--- src/rtl/life_plot_scheduler.sv ---
// life_plot_scheduler: sequences the vga_adapter write port between screen clear, user loads and engine plots.
// Optional simulation watchdog enabled by defining LIFE_SCHED_WATCHDOG_EN.
module life_plot_scheduler #(
    parameter int X_MAX         = 160,
    parameter int Y_MAX         = 120,
    parameter int TICKS_PER_GEN = 12500000,
    parameter int WDOG_CYCLES   = 1000000
) (
    input  logic        clock,
    input  logic        reset_n,
    input  logic        run,
    input  logic        step,
    input  logic        clear_req,
    input  logic        load_req,
    input  logic [7:0]  load_x,
    input  logic [6:0]  load_y,
    output logic        load_ack,
    output logic        sim_start,
    input  logic        sim_done,
    input  logic        sim_req,
    input  logic [7:0]  sim_x,
    input  logic [6:0]  sim_y,
    input  logic [2:0]  sim_colour,
    output logic        sim_ack,
    output logic [7:0]  x,
    output logic [6:0]  y,
    output logic [2:0]  colour,
    output logic        plot,
    output logic        clearing,
    output logic [15:0] gen_count,
    output logic        sim_timeout
);
    typedef enum logic [1:0] {CLEAR, IDLE, START, WAIT_SIM} state_t;

    localparam logic [7:0]  XM = 8'(X_MAX);
    localparam logic [7:0]  XL = 8'(X_MAX - 1);
    localparam logic [7:0]  YM = 8'(Y_MAX);
    localparam logic [31:0] TL = 32'(TICKS_PER_GEN - 1);

    state_t      state_q, state_d;
    logic [7:0]  sx_q, sx_d, sy_q, sy_d;
    logic [7:0]  x_q, x_d;
    logic [6:0]  y_q, y_d;
    logic [2:0]  colour_q, colour_d;
    logic        plot_q, plot_d, load_ack_q, load_ack_d, sim_ack_q, sim_ack_d, sim_start_q, sim_start_d;
    logic [15:0] gen_q, gen_d;
    logic [31:0] timer_q, timer_d;
`ifdef LIFE_SCHED_WATCHDOG_EN
    localparam logic [31:0] WL = 32'(WDOG_CYCLES - 1);
    logic [31:0] wdog_q, wdog_d;
    logic        timeout_q, timeout_d;
`endif

    always_comb begin
        state_d     = state_q;
        sx_d        = sx_q;
        sy_d        = sy_q;
        x_d         = x_q;
        y_d         = y_q;
        colour_d    = colour_q;
        plot_d      = 1'b0;
        load_ack_d  = 1'b0;
        sim_ack_d   = 1'b0;
        sim_start_d = 1'b0;
        gen_d       = gen_q;
        timer_d     = '0;
`ifdef LIFE_SCHED_WATCHDOG_EN
        wdog_d      = '0;
        timeout_d   = 1'b0;
`endif
        case (state_q)
            CLEAR: begin
                // sy reaching Y_MAX marks the sweep as finished
                if (sy_q == YM) begin
                    state_d = IDLE;
                end else begin
                    plot_d   = 1'b1;
                    x_d      = sx_q;
                    y_d      = sy_q[6:0];
                    colour_d = 3'b000;
                    sx_d     = (sx_q == XL) ? 8'd0 : sx_q + 8'd1;
                    sy_d     = (sx_q == XL) ? sy_q + 8'd1 : sy_q;
                end
            end
            IDLE: begin
                timer_d = run ? timer_q + 32'd1 : 32'd0;
                if (load_req && !load_ack_q) begin
                    load_ack_d = 1'b1;
                    plot_d     = (load_x < XM) && ({1'b0, load_y} < YM);
                    x_d        = load_x;
                    y_d        = load_y;
                    colour_d   = 3'b111;
                end
                if (clear_req) begin
                    state_d = CLEAR;
                    sx_d    = '0;
                    sy_d    = '0;
                    timer_d = '0;
                end else if ((run && timer_q == TL) || (step && !run)) begin
                    state_d = START;
                    timer_d = '0;
                end
            end
            START: begin
                sim_start_d = 1'b1;
                state_d     = WAIT_SIM;
            end
            WAIT_SIM: begin
                if (sim_req && !sim_ack_q) begin
                    sim_ack_d = 1'b1;
                    plot_d    = 1'b1;
                    x_d       = sim_x;
                    y_d       = sim_y;
                    colour_d  = sim_colour;
                end else if (sim_done && !sim_req) begin
                    state_d = IDLE;
                    gen_d   = gen_q + 16'd1;
                end
`ifdef LIFE_SCHED_WATCHDOG_EN
                wdog_d = wdog_q + 32'd1;
                if (wdog_q == WL && state_d == WAIT_SIM) begin
                    state_d   = IDLE;
                    timeout_d = 1'b1;
                end
`endif
            end
            default: state_d = CLEAR;
        endcase
    end

    always_ff @(posedge clock) begin
        if (!reset_n) begin
            state_q     <= CLEAR;
            sx_q        <= '0;
            sy_q        <= '0;
            x_q         <= '0;
            y_q         <= '0;
            colour_q    <= '0;
            plot_q      <= 1'b0;
            load_ack_q  <= 1'b0;
            sim_ack_q   <= 1'b0;
            sim_start_q <= 1'b0;
            gen_q       <= '0;
            timer_q     <= '0;
        end else begin
            state_q     <= state_d;
            sx_q        <= sx_d;
            sy_q        <= sy_d;
            x_q         <= x_d;
            y_q         <= y_d;
            colour_q    <= colour_d;
            plot_q      <= plot_d;
            load_ack_q  <= load_ack_d;
            sim_ack_q   <= sim_ack_d;
            sim_start_q <= sim_start_d;
            gen_q       <= gen_d;
            timer_q     <= timer_d;
        end
    end

`ifdef LIFE_SCHED_WATCHDOG_EN
    always_ff @(posedge clock) begin
        if (!reset_n) begin
            wdog_q    <= '0;
            timeout_q <= 1'b0;
        end else begin
            wdog_q    <= wdog_d;
            timeout_q <= timeout_d;
        end
    end
    assign sim_timeout = timeout_q;
`else
    assign sim_timeout = 1'b0;
`endif

    assign x         = x_q;
    assign y         = y_q;
    assign colour    = colour_q;
    assign plot      = plot_q;
    assign load_ack  = load_ack_q;
    assign sim_ack   = sim_ack_q;
    assign sim_start = sim_start_q;
    assign clearing  = (state_q == CLEAR);
    assign gen_count = gen_q;
endmodule

--- config.mk ---
export PLATFORM = sky130hd
export DESIGN_NAME = life_plot_scheduler
export DESIGN_NICKNAME = d
export VERILOG_FILES = /design/src/rtl/life_plot_scheduler.sv
export SDC_FILE = /design/constraint.sdc
export NUM_CORES = 1
export LEC_CHECK = 0
export CAP_MARGIN = 40
export CORE_UTILIZATION = 50
export CTS_CLUSTER_DIAMETER = 60
export DETAILED_ROUTE_END_ITERATION = 16
export PLACE_DENSITY_LB_ADDON = 0.15
export SLEW_MARGIN = 20
export SYNTH_ARGS = -nofsm -noshare
export SYNTH_HDL_FRONTEND = slang
export SYNTH_SLANG_ARGS = --single-unit
--- constraint.sdc ---
create_clock -name clock -period 5.5 [get_ports clock]
set_input_delay 1.375 -clock clock [delete_from_list [all_inputs] [get_ports clock]]
set_output_delay 1.375 -clock clock [all_outputs]
set_load 0.03 [all_outputs]
==> impl_metrics.prom <==
# TYPE chip_impl_metric gauge
chip_impl_metric{name="worst_ep_arrival_time",unit="ns"} 1.81
chip_impl_metric{name="clock-sinks",unit=""} 88
chip_impl_metric{name="floorplan.io_pins",unit=""} 81
chip_impl_metric{name="grt.overflow.total",unit=""} 0
chip_impl_metric{name="antenna_found_initial",unit=""} 0
chip_impl_metric{name="yosys.cell_types.count",unit=""} 51
chip_impl_info{name="worstHoldPathType",value="reg -> reg"} 1
chip_impl_info{name="synth_ff_type",value="sky130_fd_sc_hd__dfxtp_1"} 1
chip_impl_metric{name="synthesis.nets",unit=""} 548
chip_impl_metric{name="fmax",unit="GHz"} 0.314
chip_impl_metric{name="synth.cell_area",unit="um^2"} 4190
chip_impl_metric{name="final-seq-area",unit="um^2"} 1760
chip_impl_metric{name="synth_enable_flop_cells",unit=""} 0
chip_impl_metric{name="route.detailed.drc",unit=""} 0
chip_impl_metric{name="drt.antenna.violating_nets",unit=""} 0
chip_impl_info{name="hp-start",value="timer_q[0]$_SDFF_PP0_"} 1
chip_impl_metric{name="finalSetupViolCount",unit=""} 0
chip_impl_metric{name="post_cts_setup_buffer_count",unit=""} 0
chip_impl_metric{name="synth.ff_latch_count",unit=""} 88
chip_impl_metric{name="finish.net_count",unit=""} 617
chip_impl_info{name="setup_crit_start_kind",value="flop"} 1
chip_impl_metric{name="finalWirelength",unit="um"} 9540
chip_impl_info{name="critical_setup_path_kind",value="reg -> out"} 1
chip_impl_metric{name="setup-tns-final",unit="ns"} 0
chip_impl_metric{name="routedWlPerCell",unit="um"} 14.1
chip_impl_metric{name="num_rows",unit=""} 33
chip_impl_metric{name="clock_tree.buffer_depth",unit=""} 2
chip_impl_info{name="run_status",value="complete, no violations"} 1
chip_impl_metric{name="timing_max_transition_violations_final",unit=""} 0
chip_impl_metric{name="first_global_vias",unit=""} 3446
chip_impl_metric{name="grt_max_degree",unit=""} 44
chip_impl_metric{name="dieArea",unit="um^2"} 8750
chip_impl_metric{name="cts_max_level",unit=""} 3
chip_impl_metric{name="dp_hpwl",unit="um"} 6910
chip_impl_metric{name="overall_power_consumption",unit="uW"} 1160
chip_impl_metric{name="tightest_slew",unit="ns"} 0.838
chip_impl_metric{name="cp_max_fo",unit=""} 6
chip_impl_info{name="tritoncts_clock_tree",value="yes"} 1
chip_impl_metric{name="slew_headroom",unit="%"} 44.1
chip_impl_metric{name="detailedRoute.firstPassIterationCount",unit=""} 4
chip_impl_metric{name="clk-insertion-delay-late",unit="ns"} 0.35
chip_impl_metric{name="yosys_warnings",unit=""} 0
chip_impl_metric{name="avgSynthCellArea",unit="um^2"} 8.43
chip_impl_metric{name="gp_congestion",unit=""} 0.788
chip_impl_metric{name="synthArstFlopShare",unit="%"} 0
chip_impl_info{name="r2r-start",value="state_q[0]$_SDFFE_PN0P_"} 1
chip_impl_metric{name="hold_viol",unit=""} 0
chip_impl_info{name="worstSetupStartpoint",value="state_q[0]$_SDFFE_PN0P_"} 1
chip_impl_metric{name="die_y",unit="um"} 93.6
chip_impl_metric{name="grt_first_pass_wirelength",unit="um"} 15500
chip_impl_metric{name="cts_resized",unit=""} 0
chip_impl_metric{name="whs",unit="ns"} 0.471
chip_impl_metric{name="core-area",unit="um^2"} 8180
chip_impl_info{name="critical_path.endpoint_type",value="primary output"} 1
chip_impl_metric{name="clkTransAtPathRegs",unit="ns"} 0.09
chip_impl_metric{name="drt_first_iter_violations",unit=""} 114
chip_impl_metric{name="power.density_cell_area",unit="nW/um^2"} 221
chip_impl_metric{name="finalCritPeriodShare",unit="%"} 58.0
chip_impl_metric{name="fillerInstances",unit=""} 733
chip_impl_metric{name="vdd.ir_drop.worst",unit="mV"} 0.129
chip_impl_metric{name="sequential_cell_area_fraction_in_the_yosys_report",unit="%"} 42.0
chip_impl_metric{name="port-buffer-count",unit=""} 79
chip_impl_metric{name="layout-drive-gt1-share",unit="%"} 5.25
chip_impl_metric{name="post_detailed_route_via_to_cell_ratio",unit=""} 5.59
chip_impl_metric{name="regToRegSetupSlack",unit="ns"} 2.99
chip_impl_metric{name="clock_skew",unit="ns"} 0.0186
chip_impl_metric{name="gr_usage_total",unit="%"} 22.2
chip_impl_metric{name="dieWidth",unit="um"} 93.6
chip_impl_metric{name="cts-buffers-inserted",unit=""} 9
chip_impl_metric{name="synthesis.instances",unit=""} 497
chip_impl_metric{name="finalCriticalPeriod",unit="ns"} 3.19
chip_impl_metric{name="hold_buffers",unit=""} 0
chip_impl_info{name="rsz_0062_raised_after_global_routing",value="false"} 1
chip_impl_metric{name="multi_input_area",unit="um^2"} 2270
chip_impl_metric{name="cp_data_required_time",unit="ns"} 4.12
chip_impl_info{name="root_buffer",value="sky130_fd_sc_hd__clkbuf_8"} 1
chip_impl_metric{name="leakage",unit="uW"} 0.00173
chip_impl_metric{name="antenna-diode-count",unit=""} 0
chip_impl_metric{name="via_count",unit=""} 3777
chip_impl_metric{name="drv.max_cap_violation_count",unit=""} 0
chip_impl_metric{name="floorplan.initialDensity",unit="%"} 51.3
chip_impl_metric{name="areaGrowthSynthToFinish",unit="%"} 25.5
==> where the power goes <==
group	internal, uW	switching (uW)	total (uW)
combinational	33.0	21.4	54.3
sequential	640	2.72	643
clock	228	238	467
total	901	263	1160
==> sequential cells by signal, indices dropped and copies added (netlist names) <==
| signal | flops |
|---|---|
| sim_start | 1 |
| load_ack | 1 |
| state_q | 2 |
| gen_count | 16 |
| timer_q | 32 |
| x | 8 |
| colour | 3 |
| plot | 1 |
| y | 7 |
| sy_q | 8 |
| sim_ack | 1 |
| sx_q | 8 |
==> logic make-up after synthesis <==
| logic type | count (synthesis) | synth area share (%) |
|---|---|---|
| xor+xnor | 43 | 8.99 |
| mux | 5 | 1.19 |
| fa+ha+maj | 10 | 2.99 |
| buf+inv | 40 | 3.85 |
| other cells | 1 | 0.0895 |
| flops | 88 | 42.0 |
| simple gates | 228 | 27.7 |
| compound gates | 82 | 13.2 |
==> worst paths after layout <==
kind,cells after the start,endpoint
worst max-delay path,3,clearing
worst max register to register,7,sy_q[3]$_SDFFE_PN0P_
worst min-delay path,1,timer_q[0]$_SDFF_PP0_
worst min register to register,1,timer_q[0]$_SDFF_PP0_
==> cells in the mapped netlist (6+ instances only) <==
cell type / count / area share [%]
sky130_fd_sc_hd__o21ai_0: 14 / 1.7
sky130_fd_sc_hd__ha_1: 10 / 3.0
sky130_fd_sc_hd__xor2_1: 15 / 3.1
sky130_fd_sc_hd__inv_1: 12 / 1.1
sky130_fd_sc_hd__xnor2_1: 28 / 5.9
sky130_fd_sc_hd__dfxtp_1: 88 / 42
sky130_fd_sc_hd__nor3_1: 14 / 1.7
sky130_fd_sc_hd__and3_1: 10 / 1.5
sky130_fd_sc_hd__nor2_1: 79 / 7.1
sky130_fd_sc_hd__nand3_1: 19 / 2.3
sky130_fd_sc_hd__nand4_1: 15 / 2.2
sky130_fd_sc_hd__a311oi_1: 16 / 3.3
sky130_fd_sc_hd__a22oi_1: 15 / 2.7
sky130_fd_sc_hd__a21oi_1: 22 / 2.6
sky130_fd_sc_hd__buf_2: 6 / 0.72
sky130_fd_sc_hd__nand2_1: 39 / 3.5
sky130_fd_sc_hd__clkbuf_1: 18 / 1.6
sky130_fd_sc_hd__nor4_1: 7 / 1.0
sky130_fd_sc_hd__and4_1: 6 / 1.3
sky130_fd_sc_hd__or3_1: 9 / 1.3
==> critical path, stage by stage, from the launching register on <==
cell and delay [ns]:
sky130_fd_sc_hd__dfxtp_1 0.37, sky130_fd_sc_hd__inv_1 0.10, sky130_fd_sc_hd__ha_1 0.28, sky130_fd_sc_hd__clkdlybuf4s50_1 0.71
==> routing by layer <==
metal	up-vias	part of all wire, %	GRT usage, %
met1	1775	44	25.9
met5	-	0	0
met4	0	1.2	7.44
met3	12	4.7	3.50
met2	87	50	40.9
li1	1903	-	-
==> cells in the final DEF (no fill, tap or decap), types with 2 or more instances in the layout <==
cell type / count
sky130_fd_sc_hd__a211oi_1: 3
sky130_fd_sc_hd__a21oi_1: 22
sky130_fd_sc_hd__a22oi_1: 15
sky130_fd_sc_hd__a311oi_1: 16
sky130_fd_sc_hd__and2_1: 2
sky130_fd_sc_hd__and3_1: 10
sky130_fd_sc_hd__and4_1: 6
sky130_fd_sc_hd__buf_4: 5
sky130_fd_sc_hd__clkbuf_8: 10
sky130_fd_sc_hd__clkdlybuf4s50_1: 79
sky130_fd_sc_hd__dfxtp_1: 88
sky130_fd_sc_hd__ha_1: 10
sky130_fd_sc_hd__inv_1: 12
sky130_fd_sc_hd__inv_6: 3
sky130_fd_sc_hd__mux2i_1: 5
sky130_fd_sc_hd__nand2_1: 39
sky130_fd_sc_hd__nand2b_1: 5
sky130_fd_sc_hd__nand3_1: 19
sky130_fd_sc_hd__nand3b_1: 3
sky130_fd_sc_hd__nand4_1: 15
sky130_fd_sc_hd__nor2_1: 79
sky130_fd_sc_hd__nor2b_1: 2
sky130_fd_sc_hd__nor3_1: 14
sky130_fd_sc_hd__nor3b_1: 2
sky130_fd_sc_hd__nor4_1: 7
sky130_fd_sc_hd__nor4_2: 2
sky130_fd_sc_hd__o21ai_0: 14
sky130_fd_sc_hd__o31ai_1: 3
sky130_fd_sc_hd__or3_1: 9
sky130_fd_sc_hd__or4_1: 5
sky130_fd_sc_hd__or4b_2: 2
sky130_fd_sc_hd__xnor2_1: 28
sky130_fd_sc_hd__xor2_1: 15
==> final cells by class <==
type	count	area share (%)
clock buffer	10	2.62
clock inverter	6	1.38
inverter	13	0.928
multi-input combinational	369	43.1
sequential	88	33.5
tap	105	2.50
timing repair buffer	85	16.0
==> through the flow <==
| stage | setup WS (ns) | instance area (um^2) | instances | util [%] |
|---|---|---|---|---|
| 2_1_floorplan | 2.80 | 4190 | 497 | - |
| 3_3_place_gp | 1.99 | 5030 | 658 | 61.5 |
| 3_5_place_dp | 2.04 | 5050 | 660 | 61.8 |
| 4_1_cts | 2.30 | 5260 | 676 | 64.3 |
| 5_1_grt | 2.22 | 5260 | 676 | 64.3 |
| 6_report | 2.31 | 5260 | 676 | 64.3 |
(Power assumes the default switching activity.)
